`config.mk`:
```
export PLATFORM = sky130hd
export DESIGN_NAME = mem_access_ctrl
export DESIGN_NICKNAME = d
export VERILOG_FILES = /design/src/rtl/mem_access_ctrl.sv
export SDC_FILE = /design/constraint.sdc
export NUM_CORES = 1
export LEC_CHECK = 0
export CAP_MARGIN = 25
export CORE_MARGIN = 5
export CORE_UTILIZATION = 39
export DETAILED_ROUTE_END_ITERATION = 6
export GPL_ROUTABILITY_DRIVEN = 1
export GPL_TIMING_DRIVEN = 0
export PLACE_DENSITY = 0.75
export SETUP_SLACK_MARGIN = 0.3
export SYNTH_ARGS = -nofsm -noshare
export SYNTH_HDL_FRONTEND = slang
export SYNTH_SLANG_ARGS = --single-unit
export TNS_END_PERCENT = 10
```
`constraint.sdc`:
```
create_clock -name clk -period 13.2 [get_ports clk]
set_clock_uncertainty 0.15 [all_clocks]
set_input_delay 3.96 -clock clk [delete_from_list [all_inputs] [get_ports clk]]
set_output_delay 3.96 -clock clk [all_outputs]
set_load 0.02 [all_outputs]
```
`src/rtl/mem_access_ctrl.sv`:
```
// mem_access_ctrl: MEM-stage bridge to an SRAM-like data port.
// One outstanding access; builds strobes/data and extends loads.
module mem_access_ctrl (
    input  logic        clk,
    input  logic        rst,
    input  logic        mem_valid,
    input  logic        mem_dram_re,
    input  logic        mem_dram_we,
    input  logic [31:0] mem_dram_addr,
    input  logic [31:0] mem_dram_wdata,
    input  logic [1:0]  mem_rdram_num,
    input  logic [1:0]  mem_wdram_num,
    input  logic        mem_rdram_need_signed_extend,
    input  logic        mem_rdram_need_zero_extend,
    input  logic        wb_allowin,
    output logic        data_req,
    output logic        data_wr,
    output logic [3:0]  data_wstrb,
    output logic [31:0] data_addr,
    output logic [31:0] data_wdata,
    input  logic        data_addr_ok,
    input  logic        data_data_ok,
    input  logic [31:0] data_rdata,
    output logic        mem_ready_go,
    output logic [31:0] mem_load_result,
    output logic        mem_ale
);

    typedef enum logic [1:0] {IDLE, REQ, WAIT, DONE} state_t;

    state_t      state;
    logic [1:0]  lat_size;
    logic        lat_sext;
    logic        access;
    logic        misalign;
    logic [1:0]  size;
    logic [3:0]  wstrb_n;
    logic [31:0] wdata_n;
    logic [31:0] ld_ext;
    logic [31:0] cap_val;
    logic        unused_zext;

    // zero extension is the fallback, so its flag carries no information
    assign unused_zext = mem_rdram_need_zero_extend;

    // both re and we high is a store, so the store size wins
    assign access = mem_valid & (mem_dram_re | mem_dram_we);
    assign size   = mem_dram_we ? mem_wdram_num : mem_rdram_num;

    // alignment check and lane-replicated store payload
    always_comb begin
        misalign = 1'b0;
        wstrb_n  = 4'b0000;
        wdata_n  = mem_dram_wdata;
        unique case (size)
            2'b00: begin
                wstrb_n = 4'b0001 << mem_dram_addr[1:0];
                wdata_n = {4{mem_dram_wdata[7:0]}};
            end
            2'b01: begin
                misalign = mem_dram_addr[0];
                wstrb_n  = 4'b0011 << mem_dram_addr[1:0];
                wdata_n  = {2{mem_dram_wdata[15:0]}};
            end
            default: begin
                misalign = |mem_dram_addr[1:0];
                wstrb_n  = 4'b1111;
            end
        endcase
        if (!mem_dram_we) wstrb_n = 4'b0000;
    end

    // lane select and extension of returned read data
    always_comb begin
        unique case (lat_size)
            2'b00: begin
                ld_ext = {{24{lat_sext & data_rdata[{data_addr[1:0], 3'b111}]}},
                          data_rdata[{data_addr[1:0], 3'b000} +: 8]};
            end
            2'b01: begin
                ld_ext = {{16{lat_sext & data_rdata[{data_addr[1], 4'b1111}]}},
                          data_rdata[{data_addr[1], 4'b0000} +: 16]};
            end
            default: ld_ext = data_rdata;
        endcase
        cap_val = data_wr ? 32'h0 : ld_ext;
    end

    assign mem_ready_go = (state == DONE) |
                          ((state == IDLE) & ~(access & ~misalign));
    assign mem_ale      = (state == IDLE) & access & misalign & ~rst;

    // request FSM with registered bus payload and load result
    always_ff @(posedge clk or posedge rst) begin
        if (rst) begin
            state           <= IDLE;
            data_req        <= 1'b0;
            data_wr         <= 1'b0;
            data_wstrb      <= 4'b0;
            data_addr       <= 32'h0;
            data_wdata      <= 32'h0;
            mem_load_result <= 32'h0;
            lat_size        <= 2'b0;
            lat_sext        <= 1'b0;
        end else begin
            unique case (state)
                IDLE: begin
                    if (access && !misalign) begin
                        state      <= REQ;
                        data_req   <= 1'b1;
                        data_wr    <= mem_dram_we;
                        data_wstrb <= wstrb_n;
                        data_addr  <= mem_dram_addr;
                        data_wdata <= wdata_n;
                        lat_size   <= size;
                        lat_sext   <= mem_rdram_need_signed_extend;
                    end
                end
                REQ: begin
                    if (data_addr_ok) begin
                        data_req <= 1'b0;
                        if (data_data_ok) begin
                            mem_load_result <= cap_val;
                            state           <= DONE;
                        end else begin
                            state <= WAIT;
                        end
                    end
                end
                WAIT: begin
                    if (data_data_ok) begin
                        mem_load_result <= cap_val;
                        state           <= DONE;
                    end
                end
                DONE: begin
                    if (wb_allowin) state <= IDLE;
                end
                default: state <= IDLE;
            endcase
        end
    end

endmodule
```
==> results of run 1 <==
==> cell usage in the layout (no fill, tap or decap), drive strengths merged, types with 3 or more instances in the layout <==
| cell | instances |
|---|---|
| o21ai | 43 |
| buf | 16 |
| o22ai | 7 |
| clkbuf | 28 |
| a22o | 7 |
| or3 | 9 |
| mux2i | 34 |
| dfrtp | 107 |
| ha | 5 |
| a21oi | 18 |
| clkdlybuf4s50 | 210 |
| nand2 | 23 |
| o31ai | 12 |
| nand2b | 3 |
| nor2b | 6 |
| mux2 | 51 |
| inv | 7 |
| a221o | 16 |
| o211ai | 3 |
| a31oi | 5 |
| nor2 | 25 |
| a2bb2oi | 7 |
==> where the power goes <==
group	leakage (nW)	switching (mW)	internal (mW)
clock	0.144	0.119	0.153
sequential	1.33	0.0955	0.478
combinational	1.86	0.472	0.465
total	3.34	0.686	1.10
==> stage by stage <==
step / cell area, um2 / cells / utilization (%) / hold WS, ns
4_1_cts: 7850 / 843 / 59.8 / 0.338
3_3_place_gp: 7520 / 826 / 57.3 / 0.308
2_1_floorplan: 5200 / 440 / - / 0.354
3_5_place_dp: 7550 / 827 / 57.5 / 0.321
5_1_grt: 7850 / 843 / 59.8 / 0.344
6_report: 7860 / 844 / 59.8 / 0.336
==> cell type report <==
type / count / area share [%]
Antenna cell: 1 / 0.0319
Tap cell: 176 / 2.80
Multi-Input combinational cell: 296 / 29.8
Clock buffer: 13 / 3.19
Buffer: 30 / 2.05
Clock inverter: 3 / 0.605
Sequential cell: 107 / 34.1
Inverter: 7 / 0.366
Timing Repair Buffer: 211 / 27.1
==> kinds of logic (layout without fill, tap and decap cells) <==
family                     Yosys count  in the layout
AOI/OAI and AO/OA                  126            126
DFF                                107            107
muxes                               86             86
and+or+nand+nor                     78             78
buffers and inverters               37            264
adders and majority gates            5              5
xor gates and xnor gates             1              1
other                                0              1
==> cell usage after synthesis (2+ instances only) <==
cell type,number
dfrtp_1,107
mux2i_1,33
mux2_1,31
nor2_1,24
nand2_1,23
o21ai_1,22
o21ai_0,20
mux2_4,19
a21oi_1,18
a221o_1,16
clkbuf_1,15
o31ai_1,12
buf_2,9
or3_1,9
a22o_1,7
a2bb2oi_1,7
o22ai_1,7
inv_1,6
nor2b_1,6
a31oi_1,5
ha_1,5
buf_6,4
nand2b_1,3
buf_4,2
nand3_1,2
nand3b_1,2
nor3_1,2
o211a_1,2
o211ai_1,2
or2_1,2
==> worst min path at each step <==
stage | cells past startpoint | slack [ns] | to
3_5_place_dp | 1 | 0.32 | data_wstrb[2]
3_3_place_gp | 2 | 0.31 | mem_load_result[15]
6_report | 1 | 0.34 | data_wdata[31]
4_1_cts | 1 | 0.34 | data_wstrb[2]
5_1_grt | 1 | 0.34 | data_wdata[27]
2_1_floorplan | 1 | 0.35 | lat_sext
==> worst max-delay path: stages <==
cell	delay (ns)
clkdlybuf4s50_1	0.41
o21ai_2	0.22
or2_1	0.15
clkbuf_1	0.27
clkbuf_1	0.38
nor3_1	0.08
clkdlybuf4s50_1	0.56
==> sequential cells by signal, summed over array words and instances, names as in the netlist <==
signal / flops
data_addr: 32
data_req: 1
data_wdata: 32
data_wr: 1
data_wstrb: 4
lat_sext: 1
lat_size: 2
mem_load_result: 32
state: 2
==> per-layer routing <==
metal / global-route usage, % / vias to the layer above / part of all wire, %
li1: - / 2079 / -
met1: 24.8 / 2213 / 39
met2: 34.1 / 236 / 47
met3: 9.68 / 22 / 11
met4: 6.31 / 0 / 2.1
met5: 0 / - / 0
==> reports/qor.yml, run 1 <==
layout:
  area_delta_synth_final_pct: 51.0
  multi_input_area_mm2: 0.00234
  seqCellArea_mm2: 0.00268
  drive_gt1_share_pct: 8.55
  nFillCells: 1097
  nets: 777
global_routing:
  grt_max_degree: 63
  grt_pass1_vias: 4892
  grt_pass1_wl_um: 26300
  grtUsageTotal_pct: 20.9
  globalRoute.totalOverflow: 0
  antenna_found_initial: 0
cts:
  cts_buffers: 9
  htreeDepth: 3
  cts.path.max_buffers: 2
  root_buffer: "clkbuf_16"
  post_cts_buffers: 0
  path_clk_slew_ns: 0.07
  cts.sinks: 107
  clk_latency_ns: 0.34
  cts_tree: "yes"
  cts_hold_buffers: 0
  cts_resized: 0
place:
  gp_congestion: 0.905
  port_buffers: 210
  dp_hpwl_um: 12800
  pre_cts_ws_ns: 3.04
yosys:
  synth.distinct_cells: 48
  syn_avg_cell_area_um2: 11.8
  synth_adder_area_share_pct: 1.20
  yosysWarnings: 0
  synth_top_family_by_area: "multiplexers"
  synth_xor_area_share_pct: 0.168
  yosys.area.top_type_share_pct: 51.5
  muxShareOfSynthArea_pct: 19.6
  synth_edf_count: 0
  netlist_area_mm2: 0.00520
  synth_top_area_cell: "dfrtp_1"
  synth.area.top_cells: "dfrtp_1 51%, mux2_1 6.7%, mux2i_1 6.3%"
  synth_nets: 555
  synth_compound_area_share_pct: 16.5
  ys_seq_elements: 107
  yosysSeqAreaShare_pct: 51.5
  synth_cells: 440
  synth_top_flop_cell: "dfrtp_1"
  synth_async_sr_flop_share_pct: 100
  synthSimpleGateAreaFrac_pct: 7.38
floorplan:
  rows: 42
  fp.dieArea_mm2: 0.0157
  die_y_um: 125
  pin_count: 214
  chipWidth_um: 125
  start_util_pct: 39.6
  coreArea_mm2: 0.0131
pwr:
  irDropWorstVdd_uv: 120
  total_power_mw: 1.78
  power.density_mw_per_mm2: 227
  leakagePower_nw: 3.34
detailed_routing:
  wl_um: 16500
  remaining_drc_errors: 0
  post_drt_via_cell_ratio: 5.39
  via_count: 4550
  dr.pass1.iters: 7
  drt_iter0_drc: 347
  routedWlPerCell_um: 19.6
  postRouteAntennaNets: 0
sta:
  relSlewSlack_pct: 52.0
  hold_viol_final: 0
  final-setup-viol-count: 0
  tns_ns: 0
  report.final.slew_viol_count: 0
  max_freq_mhz: 98.6
  post-route-period-util_pct: 76.8
  fin_crit_ns: 10.14
  tightestPinTransition_ns: 0.720
  fin_ws_ns: 3.06
  rsz0062_at_grt: "no"
setup_path:
  r2r_slack_ns: 10.60
  reg2regPathDepth: 8
  cp-startpoint: "mem_dram_re"
  reg2reg_from: "state[1]"
  r2r-end: "mem_load_result[21]"
  endpoint: "mem_ale"
  start_kind: "primary input"
  cp.required_ns: 9.09
  critPathCaptureType: "output port"
  crit_type: "primary input to output port"
  critPathArrivalTime_ns: 6.03
  crit_fanout: 10
outcome:
  run_status: "finished clean"
hold_path:
  min_from: "data_wdata[31]"
  hold_class: "flop to flop"
job:
  drv_cap: 0
(Power assumes the default switching activity.)
==> run 2, diff against run 1 <==
PLACE_DENSITY = 0.78   (was 0.75)
clock period = 9 ns   (was 13.2 ns; I/O delays follow)
==> run 2 against run 1 <==
Non-clock buffer count unchanged; clock power grew 47%; flip-flop and latch count stayed put; via count stayed put; critical path type unchanged; largest cell class unchanged; highest routed layer unchanged.
==> reports/qor.yml, run 2 (synthesis results as in run 1) <==
place:
  pre_cts_ws_ns: 1.33
  gp_congestion: 0.908
  place_area_mm2: 0.00755
  port_buffers: 210
  dp_cells: 827
  dp_hpwl_um: 12700
sta:
  rsz0062_at_grt: "no"
  tns_ns: 0
  final-setup-viol-count: 0
  report.final.slew_viol_count: 0
  relSlewSlack_pct: 52.9
  tightestPinTransition_ns: 0.706
  post-route-period-util_pct: 84.9
  hold_viol_final: 0
  fin_ws_ns: 1.35
  fin_crit_ns: 7.65
  hold-worst-slack_ns: 0.337
  max_freq_mhz: 131
layout:
  final_core_util_pct: 59.7
  nets: 777
  antennaDiodeCount: 0
  area_delta_synth_final_pct: 50.8
  drive_gt1_share_pct: 8.85
  fin_cells: 843
  design_area_mm2: 0.00785
  top_regs: "data_addr: 32 flops, data_wdata: 32 flops, mem_load_result: 32 flops"
  final_common_cell: "clkdlybuf4s50_1"
  mostFrequentLayoutCells: "210 x clkdlybuf4s50_1, 107 x dfrtp_1, 33 x mux2i_1"
global_routing:
  grt_max_degree: 60
  antenna_found_initial: 0
  grtUsageTotal_pct: 21.3
  grt_pass1_vias: 4897
  globalRoute.totalOverflow: 0
  grt_pass1_wl_um: 26700
cts:
  cts_tree: "yes"
  cts.sinks: 107
  htreeDepth: 3
  clk_latency_ns: 0.35
  cts_resized: 0
  root_buffer: "clkbuf_16"
  cts_buffers: 9
  cts.path.max_buffers: 2
  path_clk_slew_ns: 0.07
  post_cts_buffers: 0
  cts_hold_buffers: 0
setup_path:
  critPathCaptureType: "output port"
  critPathArrivalTime_ns: 4.80
  crit_slowest_cell: "clkdlybuf4s50_1"
  start_kind: "primary input"
  crit_type: "primary input to output port"
  max_stage_delay_ns: 0.55
  crit_path_cell_trace: "clkdlybuf4s50_1 -> o21ai_2 -> or2_1 -> clkbuf_1 -> clkbuf_1 -> nor3_1 -> clkdlybuf4s50_1"
  cp.required_ns: 6.15
  crit_fanout: 10
floorplan:
  fp.dieArea_mm2: 0.0157
  pin_count: 214
  rows: 42
  chipWidth_um: 125
  coreArea_mm2: 0.0131
  start_util_pct: 39.6
  die_y_um: 125
detailed_routing:
  routedWlPerCell_um: 19.5
  via_count: 4550
  wl_um: 16500
  post_drt_via_cell_ratio: 5.40
  dr.pass1.iters: 5
  postRouteAntennaNets: 0
  remaining_drc_errors: 0
  drt_iter0_drc: 410
pwr:
  leakagePower_nw: 3.34
  power.density_mw_per_mm2: 333
  total_power_mw: 2.62
  irDropWorstVdd_uv: 202
job:
  drv_cap: 0
hold_path:
  hold_class: "flop to flop"
outcome:
  run_status: "finished clean"
[run 2: changes by cell type in the layout (fill, tap and decap cells not counted), sizes merged]
cell and change:
diode -1, clkinvlp +2, inv +1, clkbuf -3
[run 2: final timing paths]
kind	startpoint	endpoint	slack, ns	cells after the start
max	mem_dram_re	mem_ale	1.35	7
min	data_wstrb[2]	data_wstrb[2]	0.34	1
max reg2reg	state[1]	mem_load_result[16]	6.44	8
min reg2reg	data_wstrb[2]	data_wstrb[2]	0.34	1
max in group asynchronous	rst	data_addr[28]	5.32	3
min in group asynchronous	rst	data_req	2.67	2
[run 2: where the power goes]
group | internal, mW | switching (mW)
registers | 0.700 | 0.140
logic | 0.682 | 0.694
clock network | 0.216 | 0.183
[run 2: layer usage]
| layer | vias to the layer above | part of all wire (%) | track usage (%) |
|---|---|---|---|
| met5 | - | 0 | 0 |
| li1 | 2070 | - | - |
| met2 | 224 | 46 | 34.1 |
| met3 | 31 | 10 | 8.78 |
| met1 | 2225 | 41 | 25.9 |
| met4 | 0 | 2.3 | 7.72 |
[run 2: layout make-up]
type | instances | area, um2
clock inverters | 6 | 63.8
well taps | 176 | 220
clock buffers | 10 | 229
multi-input cells | 296 | 2340
fillers | 1053 | 5290
inverters | 7 | 28.8
repair buffers | 211 | 2130
flip-flops and latches | 107 | 2680
plain buffers | 30 | 161
[run 2: worst max-delay path, delay by kind of cell]
| family | cells | cell delay (ns) |
|---|---|---|
| AND/OR/NAND/NOR | 2 | 0.22 |
| AO/OA/AOI/OAI | 1 | 0.22 |
| buffers and inverters | 4 | 1.64 |
